===== src/rtl/reg_access_pkg.sv =====
// Shared definitions for the register-access controller.
//   state_t    : controller FSM states
//   WAIT_CNT_W : width of the wait-state counter (WAIT_CYC up to 15)
//   WR / RD    : encodings of the wr_rd_s request bit
package reg_access_pkg;

  typedef enum logic [1:0] {
    IDLE = 2'd0,
    WAIT = 2'd1,
    RESP = 2'd2,
    HOLD = 2'd3
  } state_t;

  localparam int unsigned WAIT_CNT_W = 4;

  localparam logic WR = 1'b1;
  localparam logic RD = 1'b0;

endpackage


===== src/rtl/reg_access_ctrl_if.sv =====
// Configuration-master handshake bundle.
//   sel_en  : request, held by the master until ack is seen
//   wr_rd_s : 1 = write, 0 = read
//   addr    : register index
//   wr_data : write data
//   rd_data : read data returned with ack
//   ack     : single-cycle response pulse
//   err     : error flag, valid with ack
interface reg_access_ctrl_if #(
  parameter int unsigned A_WIDTH = 8,
  parameter int unsigned W_WIDTH = 8
);

  logic               sel_en;
  logic               wr_rd_s;
  logic [A_WIDTH-1:0] addr;
  logic [W_WIDTH-1:0] wr_data;
  logic [W_WIDTH-1:0] rd_data;
  logic               ack;
  logic               err;

  modport master (
    output sel_en, wr_rd_s, addr, wr_data,
    input  rd_data, ack, err
  );

  modport slave (
    input  sel_en, wr_rd_s, addr, wr_data,
    output rd_data, ack, err
  );

endinterface


===== src/rtl/reg_addr_decode.sv =====
// Combinational address decode for the register-access controller.
//   addr    : request address (full A_WIDTH compare, never truncated)
//   wr_rd_s : request direction
//   sel_vec : one-hot hit vector, all zero when addr is out of range
//   wr_vec  : one-hot write strobe vector, zero on read or error
//   err_c   : out-of-range address, or write to a read-only register
module reg_addr_decode
  import reg_access_pkg::*;
#(
  parameter int unsigned           NUM_OF_REG = 4,
  parameter int unsigned           A_WIDTH    = 8,
  parameter logic [NUM_OF_REG-1:0] RO_MASK    = '0
) (
  input  logic [A_WIDTH-1:0]    addr,
  input  logic                  wr_rd_s,
  output logic [NUM_OF_REG-1:0] sel_vec,
  output logic [NUM_OF_REG-1:0] wr_vec,
  output logic                  err_c
);

  logic ro_hit;

  // Each register index is widened to A_WIDTH and compared against the
  // whole address, so high address bits can never alias onto a register.
  always_comb begin
    sel_vec = '0;
    ro_hit  = 1'b0;
    for (int unsigned i = 0; i < NUM_OF_REG; i++) begin
      if (addr == A_WIDTH'(i)) begin
        sel_vec[i] = 1'b1;
        ro_hit     = RO_MASK[i];
      end
    end
    err_c  = (sel_vec == '0) || ((wr_rd_s == WR) && ro_hit);
    wr_vec = ((wr_rd_s == RD) || err_c) ? '0 : sel_vec;
  end

endmodule


===== src/rtl/reg_access_ctrl.sv =====
// Parametrised register-access controller: one registered read or write of
// a per-port register per sel_en assertion, with optional wait states and
// an error response.
//   clk, rst_n  : clock (posedge) and asynchronous active-low reset
//   bus         : master handshake (sel_en/wr_rd_s/addr/wr_data in,
//                 rd_data/ack/err out)
//   reg_data_in : register i at bits [i*W_WIDTH +: W_WIDTH]
//   wr_en       : one-hot write strobe, one cycle, coincident with ack
//   wr_data_out : captured write data, valid with wr_en, held until the
//                 next successful write
module reg_access_ctrl
  import reg_access_pkg::*;
#(
  parameter int unsigned           NUM_OF_REG = 4,
  parameter int unsigned           W_WIDTH    = 8,
  parameter int unsigned           A_WIDTH    = 8,
  parameter logic [NUM_OF_REG-1:0] RO_MASK    = '0,
  parameter int unsigned           WAIT_CYC   = 0
) (
  input  logic                             clk,
  input  logic                             rst_n,
  reg_access_ctrl_if.slave                 bus,
  input  logic [NUM_OF_REG*W_WIDTH-1:0]    reg_data_in,
  output logic [NUM_OF_REG-1:0]            wr_en,
  output logic [W_WIDTH-1:0]               wr_data_out
);

  state_t state_q, state_d;

  logic [WAIT_CNT_W-1:0] cnt_q;

  logic [A_WIDTH-1:0] req_addr_q;
  logic               req_wr_q;
  logic [W_WIDTH-1:0] req_data_q;

  logic [A_WIDTH-1:0]    dec_addr;
  logic                  dec_wr;
  logic [W_WIDTH-1:0]    dec_data;
  logic [NUM_OF_REG-1:0] sel_vec;
  logic [NUM_OF_REG-1:0] wr_vec;
  logic                  err_c;
  logic [W_WIDTH-1:0]    rd_sel;

  logic                  ack_q, ack_d;
  logic                  err_q, err_d;
  logic [W_WIDTH-1:0]    rd_q, rd_d;
  logic [NUM_OF_REG-1:0] wr_en_q, wr_en_d;
  logic [W_WIDTH-1:0]    wdo_q, wdo_d;

  // With no wait states RESP is entered on the same edge that captures the
  // request, so the decode has to look at the live bus while in IDLE.
  always_comb begin
    if (state_q == IDLE) begin
      dec_addr = bus.addr;
      dec_wr   = bus.wr_rd_s;
      dec_data = bus.wr_data;
    end else begin
      dec_addr = req_addr_q;
      dec_wr   = req_wr_q;
      dec_data = req_data_q;
    end
  end

  reg_addr_decode #(
    .NUM_OF_REG (NUM_OF_REG),
    .A_WIDTH    (A_WIDTH),
    .RO_MASK    (RO_MASK)
  ) u_decode (
    .addr    (dec_addr),
    .wr_rd_s (dec_wr),
    .sel_vec (sel_vec),
    .wr_vec  (wr_vec),
    .err_c   (err_c)
  );

  always_comb begin
    rd_sel = '0;
    for (int unsigned i = 0; i < NUM_OF_REG; i++) begin
      if (sel_vec[i]) begin
        rd_sel = reg_data_in[i*W_WIDTH +: W_WIDTH];
      end
    end
  end

  // State register
  always_ff @(posedge clk or negedge rst_n) begin
    if (!rst_n) begin
      state_q <= IDLE;
    end else begin
      state_q <= state_d;
    end
  end

  // Next-state logic
  always_comb begin
    state_d = state_q;
    unique case (state_q)
      IDLE: begin
        if (bus.sel_en) begin
          state_d = (WAIT_CYC == 0) ? RESP : WAIT;
        end
      end
      WAIT: begin
        if (!bus.sel_en) begin
          state_d = IDLE;
        end else if (cnt_q == WAIT_CNT_W'(1)) begin
          state_d = RESP;
        end
      end
      RESP: begin
        state_d = bus.sel_en ? HOLD : IDLE;
      end
      HOLD: begin
        if (!bus.sel_en) begin
          state_d = IDLE;
        end
      end
      default: state_d = IDLE;
    endcase
  end

  // Output logic: next values of the registered outputs
  always_comb begin
    ack_d   = 1'b0;
    wr_en_d = '0;
    err_d   = err_q;
    rd_d    = rd_q;
    wdo_d   = wdo_q;
    if ((state_d == RESP) && (state_q != RESP)) begin
      ack_d   = 1'b1;
      err_d   = err_c;
      wr_en_d = wr_vec;
      rd_d    = (!err_c && (dec_wr == RD)) ? rd_sel : '0;
      if (!err_c && (dec_wr == WR)) begin
        wdo_d = dec_data;
      end
    end else if (state_d == IDLE) begin
      err_d = 1'b0;
      rd_d  = '0;
    end
  end

  // Request capture, wait counter and output registers
  always_ff @(posedge clk or negedge rst_n) begin
    if (!rst_n) begin
      cnt_q      <= '0;
      req_addr_q <= '0;
      req_wr_q   <= 1'b0;
      req_data_q <= '0;
      ack_q      <= 1'b0;
      err_q      <= 1'b0;
      rd_q       <= '0;
      wr_en_q    <= '0;
      wdo_q      <= '0;
    end else begin
      if ((state_q == IDLE) && bus.sel_en) begin
        req_addr_q <= bus.addr;
        req_wr_q   <= bus.wr_rd_s;
        req_data_q <= bus.wr_data;
        cnt_q      <= WAIT_CNT_W'(WAIT_CYC);
      end else if (state_q == WAIT) begin
        cnt_q <= cnt_q - 1'b1;
      end
      ack_q   <= ack_d;
      err_q   <= err_d;
      rd_q    <= rd_d;
      wr_en_q <= wr_en_d;
      wdo_q   <= wdo_d;
    end
  end

  assign bus.ack     = ack_q;
  assign bus.err     = err_q;
  assign bus.rd_data = rd_q;
  assign wr_en       = wr_en_q;
  assign wr_data_out = wdo_q;

endmodule


===== src/flat_wrapper.sv =====
// flat-port wrapper written by rule: the top's interface ports become plain ports
module reg_access_ctrl_flat import reg_access_pkg::*;
#(
  parameter int unsigned           NUM_OF_REG = 4,
  parameter int unsigned           W_WIDTH    = 8,
  parameter int unsigned           A_WIDTH    = 8,
  parameter logic [NUM_OF_REG-1:0] RO_MASK    = '0,
  parameter int unsigned           WAIT_CYC   = 0
)
  (clk, rst_n, reg_data_in, wr_en, wr_data_out, bus_sel_en, bus_wr_rd_s, bus_addr, bus_wr_data, bus_rd_data, bus_ack, bus_err);
  reg_access_ctrl_if #(.A_WIDTH(A_WIDTH), .W_WIDTH(W_WIDTH)) bus_i ();
  input  logic clk;
  input  logic rst_n;
  input  logic [NUM_OF_REG*W_WIDTH-1:0] reg_data_in;
  output logic [NUM_OF_REG-1:0] wr_en;
  output logic [W_WIDTH-1:0] wr_data_out;
  input wire logic [$bits(bus_i.sel_en)-1:0] bus_sel_en;
  input wire logic [$bits(bus_i.wr_rd_s)-1:0] bus_wr_rd_s;
  input wire logic [$bits(bus_i.addr)-1:0] bus_addr;
  input wire logic [$bits(bus_i.wr_data)-1:0] bus_wr_data;
  output wire logic [$bits(bus_i.rd_data)-1:0] bus_rd_data;
  output wire logic [$bits(bus_i.ack)-1:0] bus_ack;
  output wire logic [$bits(bus_i.err)-1:0] bus_err;
  assign bus_i.sel_en = bus_sel_en;
  assign bus_i.wr_rd_s = bus_wr_rd_s;
  assign bus_i.addr = bus_addr;
  assign bus_i.wr_data = bus_wr_data;
  assign bus_rd_data = bus_i.rd_data;
  assign bus_ack = bus_i.ack;
  assign bus_err = bus_i.err;
  reg_access_ctrl #(.NUM_OF_REG(NUM_OF_REG), .W_WIDTH(W_WIDTH), .A_WIDTH(A_WIDTH), .RO_MASK(RO_MASK), .WAIT_CYC(WAIT_CYC)) u_core (.clk(clk), .rst_n(rst_n), .bus(bus_i), .reg_data_in(reg_data_in), .wr_en(wr_en), .wr_data_out(wr_data_out));
endmodule

===== config.mk =====
export PLATFORM = sky130hd
export DESIGN_NAME = reg_access_ctrl_flat
export DESIGN_NICKNAME = d
export VERILOG_FILES = /design/src/rtl/reg_access_pkg.sv /design/src/rtl/reg_access_ctrl_if.sv /design/src/rtl/reg_addr_decode.sv /design/src/rtl/reg_access_ctrl.sv /design/src/flat_wrapper.sv
export SDC_FILE = /design/constraint.sdc
export NUM_CORES = 1
export LEC_CHECK = 0
export ABC_AREA = 1
export BUFFER_PORTS_ARGS = -buffer_cell sky130_fd_sc_hd__buf_2
export CAP_MARGIN = 10
export CORE_AREA = 2 2 56 97
export CTS_BUF_LIST = sky130_fd_sc_hd__clkbuf_4 sky130_fd_sc_hd__clkbuf_8
export DETAILED_ROUTE_END_ITERATION = 7
export DIE_AREA = 0 0 58 99
export PLACE_DENSITY = 0.75
export SLEW_MARGIN = 20
export SYNTH_ARGS = -nofsm -noshare
export SYNTH_HDL_FRONTEND = slang
export SYNTH_SLANG_ARGS = --single-unit

===== constraint.sdc =====
create_clock -name clk -period 4.5 [get_ports clk]
set_input_delay 0.675 -clock clk [delete_from_list [all_inputs] [get_ports clk]]
set_output_delay 0.675 -clock clk [all_outputs]
set_load 0.02 [all_outputs]

==> results.cfg <==
[global_routing]
grt.met2_usage = 0.3435
gr-usage-met1 = 0.2356
grt_max_degree = 46
grt_pass1_vias = 1976
grt_pass1_wl_mm = 8.797
antenna_found_initial = 0
busiest_layer = met2
grt.total_usage = 0.1969
grt_util_met3 = 0.02756
gr-total-overflow = 0

[clock_tree]
clock_path_buffers = 2
cts_buffers = 5
cts_tree = built
h-tree-depth = 2
path_clk_slew_ns = 0.09
cts.repair.resized = 0
clk_latency_ns = 0.30
cts_setup_buffers = 0
cts_hold_buffers = 0
clockRootBuffer = clkbuf_8
cts_sinks = 45

[timing]
fin_skew_ns = 0.01296
post-route-period-util = 0.5051
slew_headroom = 0.5714
clock.fmax_mhz = 440.0
hold_viol = 0
grt_setup_unrepaired = no
drv_slew = 0
fin_crit_ns = 2.273
finalSetupViolCount = 0
setup_tns_ns = 0
worst_slew_pin_slew_ns = 0.6422

[cells_and_area]
fillers = 472
fin_cells = 415
drive_gt1_frac = 0.2742
multi_input_area_um2 = 1035
final_net_count = 414
seqCellArea_um2 = 1126
finish.utilization = 0.5728
synthToLayoutAreaGrowth_pct = 19.40
n_antenna_cell = 0

[critical_path]
criticalPathCategory = register to register
crit_fanout = 18
worstPathArrival_ns = 2.47
start_kind = register
endpoint_kind = register
cp.required_ns = 4.70

[logic_synthesis]
syn-num-nets = 345
synth.distinct_cells = 30
synth-warning-count = 0
syn-cell-area_um2 = 2367
synth-seq-cells = 45
ys_seq_area_frac = 0.4757
synth.avg_cell_area_um2 = 8.135
syn_inst = 291

[power_and_ir_drop]
combPwrFrac = 0.345
powerDensity_nw_per_um2 = 443.5
p_total_w = 0.001254
p_sw_frac = 0.3939
switching_power_w = 0.0004938
pwr-share-seq = 0.441
p_int_w = 0.0007598
p_leak_nw = 1.578
p_clk_frac = 0.214
ir_drop_mv = 0.2959

[floorplanning]
die_height_um = 99
dieWidth_um = 58
core_um2 = 4935
dieArea_um2 = 5742
rows = 34
initial_utilization = 0.4797
io_pins = 74

[flow_run]
cap_violations = 0

[detailed_routing]
wl_per_cell_um = 12.86
post-route-drc-count = 0
detail_route.vias_per_cell = 5.198
wirelength_mm = 5.336
drtAntennaViolNets = 0
drt_iter0_markers = 141
via_count = 2157
firstDrtPassIters = 4

[hold_path]
min-delay-path-class = input pin to async pin

[placed_design]
gp_congestion = 0.8252
place_inst = 407
place.port_buffers = 73
hpwl_mm = 3.947

[status]
status = completed
metal layers:
metal	wire, um	part of all wire	up-vias
met5	0	0	-
met4	94	0.018	0
met3	275	0.052	6
met2	2742	0.51	68
met1	2223	0.42	989
li1	-	-	1094
area by class of cell:
type,instances,area share
inverters,35,0.04648
multi-input cells,200,0.3661
flip-flops and latches,45,0.3984
clock buffers,6,0.02922
clock inverters,2,0.005755
well taps,54,0.02390
repair buffers,73,0.1301
flip-flops by register name, summed over array words and instances (netlist names):
name	cells
u_core.bus.rd_data	8
u_core.wr_data_out	8
u_core.req_wr_q	1
u_core.req_data_q	8
u_core.bus.ack	1
u_core.req_addr_q	8
u_core.bus.err	1
u_core.cnt_q	4
u_core.wr_en	4
u_core.state_q	2
synthesized netlist by cell type:
master,n,area share
a21oi_1,1,0.0021
a22o_1,1,0.0037
a31oi_1,7,0.018
a31oi_2,1,0.0053
buf_2,6,0.013
buf_6,2,0.0095
buf_8,1,0.0063
clkbuf_1,2,0.0032
clkinv_1,1,0.0016
dfrtp_1,45,0.48
ha_1,2,0.011
inv_1,32,0.051
inv_2,2,0.0032
nand2_1,86,0.14
nand2_2,2,0.0053
nand2_4,3,0.014
nand2_8,1,0.0085
nand3_1,15,0.032
nand4_1,25,0.066
nor2_1,16,0.025
nor2_2,3,0.0079
nor2_4,3,0.014
nor2_8,1,0.0085
nor3_4,1,0.0069
nor4_1,2,0.0053
o211ai_1,1,0.0032
o21ai_0,23,0.049
o21ai_1,4,0.0085
o21ai_2,1,0.0037
o22ai_1,1,0.0026
path summary, 6_finish.rpt:
kind	cells after the start	start	slack [ns]	to
max	8	u_core.state_q[1]	2.23	u_core.bus.rd_data[4]
max in group asynchronous	1	rst_n	3.75	u_core.req_addr_q[3]
max reg2reg	8	u_core.state_q[1]	2.23	u_core.bus.rd_data[4]
min	1	rst_n	0.36	u_core.wr_en[3]
min in group clk	2	u_core.req_addr_q[7]	0.48	u_core.req_addr_q[7]
min reg2reg	2	u_core.req_addr_q[7]	0.48	u_core.req_addr_q[7]
power groups by stage:
stage,clock (W),sequential (W),combinational [W]
after floorplan,0,0.000583,0.000304
after global placement,0,0.000556,0.000427
after detailed placement,0,0.000559,0.000436
after CTS,0.000275,0.000552,0.000437
after global routing,0.000294,0.000563,0.000492
final,0.000268,0.000553,0.000433
cell families after synthesis:
group	after synthesis	synth area share
buf+inv	46	0.08721
simple gates	158	0.3303
flops	45	0.4757
fa+ha+maj	2	0.01057
compound gates	40	0.09620
per-stage QoR:
step	setup slack (ns)	hold slack, ns	area [um2]
after floorplan	2.865	0.3794	2367
after global placement	2.315	0.4551	2725
after detailed placement	2.200	0.4591	2725
after CTS	2.181	0.4786	2824
after global routing	1.966	0.4027	2826
final	2.227	0.3570	2826
worst max-delay path: stages, from the launching register on:
cell and delay (ns):
dfrtp_1 0.44, nor2_2 0.50, nand2_1 0.13, o21ai_2 0.26, inv_1 0.37, o21ai_0 0.26, nand3_1 0.10, nand2_1 0.07
nand2_1 0.04
cell usage in the layout (no fill, tap or decap), drive strengths merged:
master,Yosys,layout
o21ai,28,28
dfrtp,45,45
buf,9,73
a22o,1,1
nor2,23,23
a21oi,1,1
ha,2,2
a31oi,8,8
o22ai,1,1
clkbuf,2,6
inv,34,35
nand4,25,25
nand3,15,15
o211ai,1,1
clkinv,1,1
nor4,2,2
clkinvlp,0,1
nor3,1,1
nand2,92,92
Note: power is estimated with default switching activity, not from simulation.
